`config.mk`:
```
export PLATFORM = sky130hd
export DESIGN_NAME = mem_access_unit
export DESIGN_NICKNAME = d
export VERILOG_FILES = /design/src/rtl/mem_access_unit.sv
export SDC_FILE = /design/constraint.sdc
export NUM_CORES = 1
export LEC_CHECK = 0
export CORE_MARGIN = 10
export CORE_UTILIZATION = 30
export DETAILED_ROUTE_END_ITERATION = 16
export PLACE_DENSITY = 0.75
export SKIP_LAST_GASP = 1
export SYNTH_ARGS = -nofsm -noshare
export SYNTH_HDL_FRONTEND = slang
export SYNTH_SLANG_ARGS = --single-unit
```
`constraint.sdc`:
```
create_clock -name clk -period 2.2 [get_ports clk]
set_input_delay 0.33 -clock clk [delete_from_list [all_inputs] [get_ports clk]]
set_output_delay 0.33 -clock clk [all_outputs]
set_load 0.05 [all_outputs]
```
`src/rtl/mem_access_unit.sv`:
```
// MEM pipeline stage: drives a request/ack data memory port with timeout,
// resolves PC source, and registers the MEM/WB slot.
module mem_access_unit #(
    parameter int TIMEOUT_CYC = 16
) (
    input  logic        clk,
    input  logic        rst_n,
    input  logic        i_valid,
    input  logic [1:0]  i_wb,
    input  logic        i_branch,
    input  logic        i_memread,
    input  logic        i_memwrite,
    input  logic        i_zf,
    input  logic        i_jump,
    input  logic [31:0] i_add_res,
    input  logic [31:0] i_alu_res,
    input  logic [31:0] i_datwri_mem,
    input  logic [4:0]  i_addr_reg_wri,
    input  logic [31:0] i_ins32_j,
    output logic        o_stall,
    output logic        mem_req,
    output logic        mem_we,
    output logic [31:0] mem_addr,
    output logic [31:0] mem_wdata,
    input  logic [31:0] mem_rdata,
    input  logic        mem_ack,
    output logic [1:0]  o_pcsrc,
    output logic [31:0] o_pc_target,
    output logic [1:0]  o_wb,
    output logic [31:0] o_read_data,
    output logic [31:0] o_alu_res,
    output logic [4:0]  o_addr_reg_wri,
    output logic        o_valid,
    output logic        o_mem_err
);

    localparam int CW = (TIMEOUT_CYC > 1) ? $clog2(TIMEOUT_CYC) : 1;
    localparam logic [CW-1:0] LAST = CW'(TIMEOUT_CYC - 1);

    typedef enum logic {IDLE, ACCESS} state_t;

    state_t        state;
    logic [CW-1:0] cnt;
    logic [31:0]   alu_q;
    logic [4:0]    rd_q;
    logic [1:0]    wb_q;

    logic is_mem, bad_mem, start, timeout;

    assign is_mem  = i_memread | i_memwrite;
    assign bad_mem = (i_memread & i_memwrite) | (i_alu_res[1:0] != 2'b00);
    assign start   = (state == IDLE) & i_valid & is_mem & ~bad_mem;
    assign timeout = (state == ACCESS) & ~mem_ack & (cnt == LAST);
    assign o_stall = start | ((state == ACCESS) & ~mem_ack);

    // PC redirect only from a valid slot that is not frozen; jump outranks branch.
    always_comb begin
        o_pcsrc     = 2'b00;
        o_pc_target = 32'h0;
        if (rst_n && i_valid && !o_stall) begin
            if (i_jump) begin
                o_pcsrc     = 2'b10;
                o_pc_target = i_ins32_j;
            end else if (i_branch && i_zf) begin
                o_pcsrc     = 2'b01;
                o_pc_target = i_add_res;
            end
        end
    end

    always_ff @(posedge clk or negedge rst_n) begin
        if (!rst_n) begin
            state          <= IDLE;
            cnt            <= '0;
            alu_q          <= '0;
            rd_q           <= '0;
            wb_q           <= '0;
            mem_req        <= 1'b0;
            mem_we         <= 1'b0;
            mem_addr       <= '0;
            mem_wdata      <= '0;
            o_wb           <= '0;
            o_read_data    <= '0;
            o_alu_res      <= '0;
            o_addr_reg_wri <= '0;
            o_valid        <= 1'b0;
            o_mem_err      <= 1'b0;
        end else begin
            // NOTE: non-blocking throughout so every register samples pre-edge values.
            o_mem_err <= 1'b0;
            case (state)
                IDLE: begin
                    o_read_data    <= '0;
                    o_alu_res      <= i_alu_res;
                    o_addr_reg_wri <= i_addr_reg_wri;
                    if (!i_valid) begin
                        o_valid <= 1'b0;
                        o_wb    <= '0;
                    end else if (!is_mem) begin
                        o_valid <= 1'b1;
                        o_wb    <= i_wb;
                    end else if (bad_mem) begin
                        o_valid   <= 1'b1;
                        o_wb      <= {i_wb[1], 1'b0};
                        o_mem_err <= 1'b1;
                    end else begin
                        state     <= ACCESS;
                        cnt       <= '0;
                        mem_req   <= 1'b1;
                        mem_we    <= i_memwrite;
                        mem_addr  <= {i_alu_res[31:2], 2'b00};
                        mem_wdata <= i_datwri_mem;
                        alu_q     <= i_alu_res;
                        rd_q      <= i_addr_reg_wri;
                        wb_q      <= i_wb;
                        o_valid   <= 1'b0;
                        o_wb      <= '0;
                    end
                end
                ACCESS: begin
                    if (mem_ack || timeout) begin
                        state          <= IDLE;
                        mem_req        <= 1'b0;
                        mem_we         <= 1'b0;
                        o_valid        <= 1'b1;
                        o_alu_res      <= alu_q;
                        o_addr_reg_wri <= rd_q;
                        // Ack wins over a simultaneous timeout.
                        if (mem_ack) begin
                            o_wb        <= wb_q;
                            o_read_data <= mem_we ? 32'h0 : mem_rdata;
                        end else begin
                            o_wb        <= {wb_q[1], 1'b0};
                            o_read_data <= '0;
                            o_mem_err   <= 1'b1;
                        end
                    end else begin
                        cnt     <= cnt + 1'b1;
                        o_valid <= 1'b0;
                        o_wb    <= '0;
                    end
                end
                default: state <= IDLE;
            endcase
        end
    end

endmodule

```
Word level (Yosys, flattened, before mapping)
Index checks and enable logic that the tools add are counted.
{"block": "word_totals", "out_inout_bits": 174, "input_bits": 176, "word_cells": 92, "ff_bits": 181}
{"block": "op_classes", "add_sub_neg": 1, "reduce_logical": 9, "bitwise": 12, "muxes": 49, "eq_ne": 6}
{"cell": "32-bit two-way mux", "n": 7}
{"cell": "32-bit one-hot mux with 2 select lines", "n": 2}
{"cell": "1-bit two-way mux", "n": 21}
{"cell": "4-bit two-way mux", "n": 4}
{"cell": "2-bit two-way mux", "n": 6}
{"cell": "4-bit AND reduction", "n": 3}
{"cell": "1-bit one-hot mux with 2 select lines", "n": 5}
{"cell": "5-bit one-hot mux with 2 select lines", "n": 1}
{"cell": "2-bit inequality test (second input constant)", "n": 4}
{"cell": "4-bit one-hot mux with 2 select lines", "n": 1}
{"cell": "1-bit bitwise AND", "n": 6}
{"cell": "5-bit two-way mux", "n": 1}
{"cell": "4-bit by 1-bit adder with 4-bit output (second input constant)", "n": 1}
{"cell": "4-bit equality test (second input constant)", "n": 1}
{"cell": "2-bit one-hot mux with 2 select lines", "n": 1}
{"cell": "1-bit logical AND", "n": 3}
{"cell": "1-bit NOT", "n": 3}
{"cell": "1-bit bitwise OR", "n": 3}
{"cell": "2-bit by 1-bit inequality test with 1-bit output (second input constant)", "n": 1}
{"cell": "2-bit nonzero test", "n": 1}
{"cell": "1-bit zero test", "n": 1}
{"cell": "1-bit logical OR", "n": 1}

Depth between registers and ports, before layout
Gate-level depths: netlist of the first run.
{"block": "logic_depth", "depth_word": 8, "depth_mapped": 6, "mapped_depth_nobuf": 4}

Least setup slack after synthesis of the first run
OpenSTA, ideal clock, no wires.
{"block": "synth_timing", "kind": "input-to-output", "from": "input port i_jump", "to": "output port o_pc_target[10]", "required_time_ns": 1.870, "path_buffers": 3, "stages": 6, "arrival_ns": 1.892, "slack_ns": -0.022, "cell_sequence": "clkbuf_1 > and3b_1 > clkbuf_1 > clkbuf_1 > a22oi_1 > nor2_1"}
{"block": "synth_via", "elab_chain_len": 2}
{"item": "from (decl)", "line": "14", "source": "input logic i_jump,"}
{"item": "32-bit two-way mux", "line": "61", "source": "if (i_jump) begin"}
{"item": "32-bit two-way mux", "line": "60", "source": "if (rst_n && i_valid && !o_stall) begin"}
{"item": "to (decl)", "line": "28", "source": "output logic [31:0] o_pc_target,"}
No other way between the ends.

Final worst setup path of the first run
{"block": "layout_timing", "from": "register state", "to": "output port o_pc_target[0]"}
{"block": "layout_via", "elab_chain_len": 8, "elab_cells_between_ends": 9, "cone_classes": "mux (1); bitwise (6); reduce/logical (2)"}
{"item": "from (decl)", "line": "42", "source": "state_t state;"}
{"item": "from (signal assigned)", "line": "73", "source": "state <= IDLE;"}
{"item": "from (signal assigned)", "line": "107", "source": "state <= ACCESS;"}
{"item": "from (signal assigned)", "line": "122", "source": "state <= IDLE;"}
{"item": "1-bit NOT (no source line)"}
{"item": "1-bit bitwise AND (3 in series)", "line": "52", "source": "assign start = (state == IDLE) & i_valid & is_mem & ~bad_mem;"}
{"item": "1-bit bitwise OR *", "line": "54", "source": "assign o_stall = start | ((state == ACCESS) & ~mem_ack);"}
{"item": "1-bit zero test *", "line": "60"}
{"item": "1-bit logical AND *", "line": "60"}
{"item": "32-bit two-way mux *", "line": "60"}
Mark *: on every way between the ends. The rest lies on a longest branch, timed or not.

==> results.md, run 1 <==
- H-tree depth: 4
- Slowest cell on crit path: or4b_4
- Final Hold Fails: 0
- Vias: between 5k and 6k
- Chip width: roughly 170 um
- Vias in the first global route: 5844
- First-pass GRT wire length: 36.3 mm
- Distinct cells, synth: 43
- Skew-Pair Late Insertion Delay: 420 ps
- Register area share after synthesis: 54.9%
- RSZ-0062 raised after global routing: yes
- CP Data Required Time: 1870 ps
- Fmax: 0.403 GHz
- DP Worst Slack: -300 ps
- 1st-iter DRT viols: 281
- Setup TNS: -8460 ps
- # IOs: 350
- Share of layout cells above drive strength 1: 23.6%
- Period utilization: 113%
- Fin. max-slew vios: 0
- Gr usage total: 16.1%
- Mean post-synth cell area: 13.2 um2
- Crit Path Category: reg2out
- Clock-pin slew on the worst setup and hold paths: 70 ps
- Row cnt: 55
- Worst Skew: ~11 ps
- Routed WL: 24.8 mm
- First-pass DRT Iterations: 4
- Via density per instance: 4.76
- Dpl hpwl: 18.7 mm
- Hold Buf Count CTS: 0
- Max incr delay on CP: 570 ps
- Violated checks: negative setup slack
- Crit path DAT: 2150 ps
- Max IR drop VDD: around 0.74 mV
- Fin crit period: roughly 2500 ps
- Area contributors post-synth: dfrtp_1 (55%), mux2_4 (13%), a221o_1 (4.2%), a22o_1 (4.1%), buf_4 (3.8%)
- Critical Path, Cell by Cell: or4b_4, o2111ai_4, buf_12, nor2_1, buf_12
- CTS sink cnt: 151
- Largest net degree at the start of global routing: 152
- Fillcell total: 1932
- Most frequent cells in the layout: clkdlybuf4s50_1 (309), dfrtp_1 (150), mux2_4 (60)
- Nets: 1027
- Drt drc: 0
- Post-Synthesis Cells: between 500 and 600
- Max-Cap Viols: 0
- Worst-case clock buffer depth: 2
- Initial antenna violation count: 3
- PortBufs: between 300 and 400
- CP Capture Type: primary output
- Die H: 172 um
- FF+latch count, synth: 151
- Yosys top cell by area: dfrtp_1
- Gpl congestion: 0.771
- Power Dens Cells: 890 nW/um2
- Register Area: 3780 um2
- Critical path peak fanout: 17
- Num CTS Buffers: 17
- Routed Antenna Nets: 0
- Total power: 10400 uW
- Run status: finished, violations left
- PnR worst setup slack: -279 ps
- Commonest non-fill, non-tap cell in the layout: clkdlybuf4s50_1
- Global route total overflow: 0
- Synth warn: 0
- CTS tree: yes
- Yosys top cell area share: 54.9%
- Hold WC Path Type: in2async
- Crit-path most repeated cell: buf_12
- Layout Utilization: 51.6%
- Multi-input gate area: approximately 2700 um2
- Area growth syn-to-layout: 69.6%
- DIE AREA: 29400 um2
- Slew at the pin closest to its max-slew limit: 825 ps
- Final setup viols: 34
- Routed len/inst: 21.5 um
- Starting density of the core: between 30% and 40%
- Setup crit start kind: flop
- Core area: 22600 um2
- Mapped Area: 6890 um2
- Clk root buf: clkbuf_16
- Slew headroom: 45.0%
- Static Leak: 0.00503 uW
[registers in the layout (all words and copies together), names as in the netlist]
name and count:
mem_req 1, rd_q 5, o_mem_err 1, o_addr_reg_wri 5, mem_we 1, wb_q 2, o_valid 1, cnt 4
state 1, o_wb 2, o_read_data 32, alu_q 32, o_alu_res 32, mem_wdata 32
[critical path: cells and delay by family, from the launching register on]
family                 cells  cell delay [ps]
AND/OR/NAND/NOR            2              670
flip-flops                 1              410
buffers and inverters      2              380
AO/OA/AOI/OAI              1              260
[where the power goes]
group / leakage (uW) / total [uW] / internal (uW) / switching [uW]
clock network: 0.000291 / 2950 / 1540 / 1410
logic: 0.00286 / 3900 / 1630 / 2260
registers: 0.00188 / 3550 / 3230 / 317
total: 0.00503 / 10400 / 6410 / 3980
[routing by layer]
metal	up-vias	routed length [um]	track usage, %
met5	-	0	0
met4	0	265	5.10
met3	16	2430	6.49
met2	230	12200	27.4
met1	2684	9830	18.1
li1	2540	-	-
[cell families after synthesis]
group	after synthesis	share of synthesized area [%]
buf+inv	76	6.92
fa+ha+maj	1	0.182
mux	78	15.9
flops	151	54.9
compound gates	118	14.4
other cells	1	0.0545
simple gates	94	7.19
xor+xnor	3	0.491
[synth_stat cells, drive strengths merged]
cell and count:
a31oi 1, and3b 1, a32o 2, nand4bb 1, xor2 1, o22ai 1
mux2i 8, nor3 8, a22o 32, o21ai 3, nand2 3, o221ai 2
o31ai 1, conb 1, a21oi 7, a22oi 32, or4b 1, a211oi 1
dfrtp 151, nand3 5, buf 50, nand2b 3, o2bb2ai 3, xnor2 2
nor2b 31, a311o 1, a21o 1, clkbuf 22, mux2 70, nor2 37
ha 1, a221o 29, and3 2, o21a 1, and2 2, inv 4
o2111ai 1
[timing repair]
item	CTS	global route
pin swaps	1	1
setup buffers	1	3
setup endpoints to repair	35	35
gates resized for setup	3	1
gates cloned	1	0
[path summary, 6_finish.rpt]
kind,startpoint,cells past startpoint,to,slack (ps)
max,state,5,o_pc_target[0],-280
min,rst_n,2,o_wb[0],70
max reg2reg,cnt[0],5,o_alu_res[29],360
min reg2reg,alu_q[0],1,alu_q[0],490
max in group asynchronous,rst_n,2,o_alu_res[1],1520
min in group clk,alu_q[0],1,alu_q[0],490
[area by class of cell]
cell class              count  area share [%]
clock buffers              17            3.64
inverters                   4           0.129
well taps                 285            3.05
repair buffers            380            35.8
diodes                      2          0.0429
clock inverters            15            1.52
flip-flops and latches    151            32.4
multi-input cells         296            23.4
[through the flow]
step | cells | hold WS [ps] | cell area [um2]
finish | 1150 | 73.1 | 11700
CTS | 1146 | 121 | 11700
global route | 1150 | 106 | 11700
detailed placement | 1112 | 477 | 11000
global placement | 1112 | 470 | 11000
floorplan | 523 | 34.4 | 6970
No activity file was read; power rests on OpenSTA's default activity.
==> inputs of run 2 (changes only) <==
--- a/config.mk
+++ b/config.mk
@@ -10,6 +10,7 @@
 export DETAILED_ROUTE_END_ITERATION = 16
 export PLACE_DENSITY = 0.75
 export SKIP_LAST_GASP = 1
+export SLEW_MARGIN = 20
 export SYNTH_ARGS = -nofsm -noshare
 export SYNTH_HDL_FRONTEND = slang
 export SYNTH_SLANG_ARGS = --single-unit
==> results of run 2 <==
No change in the layout: final DEF, timing and power equal those of run 1.
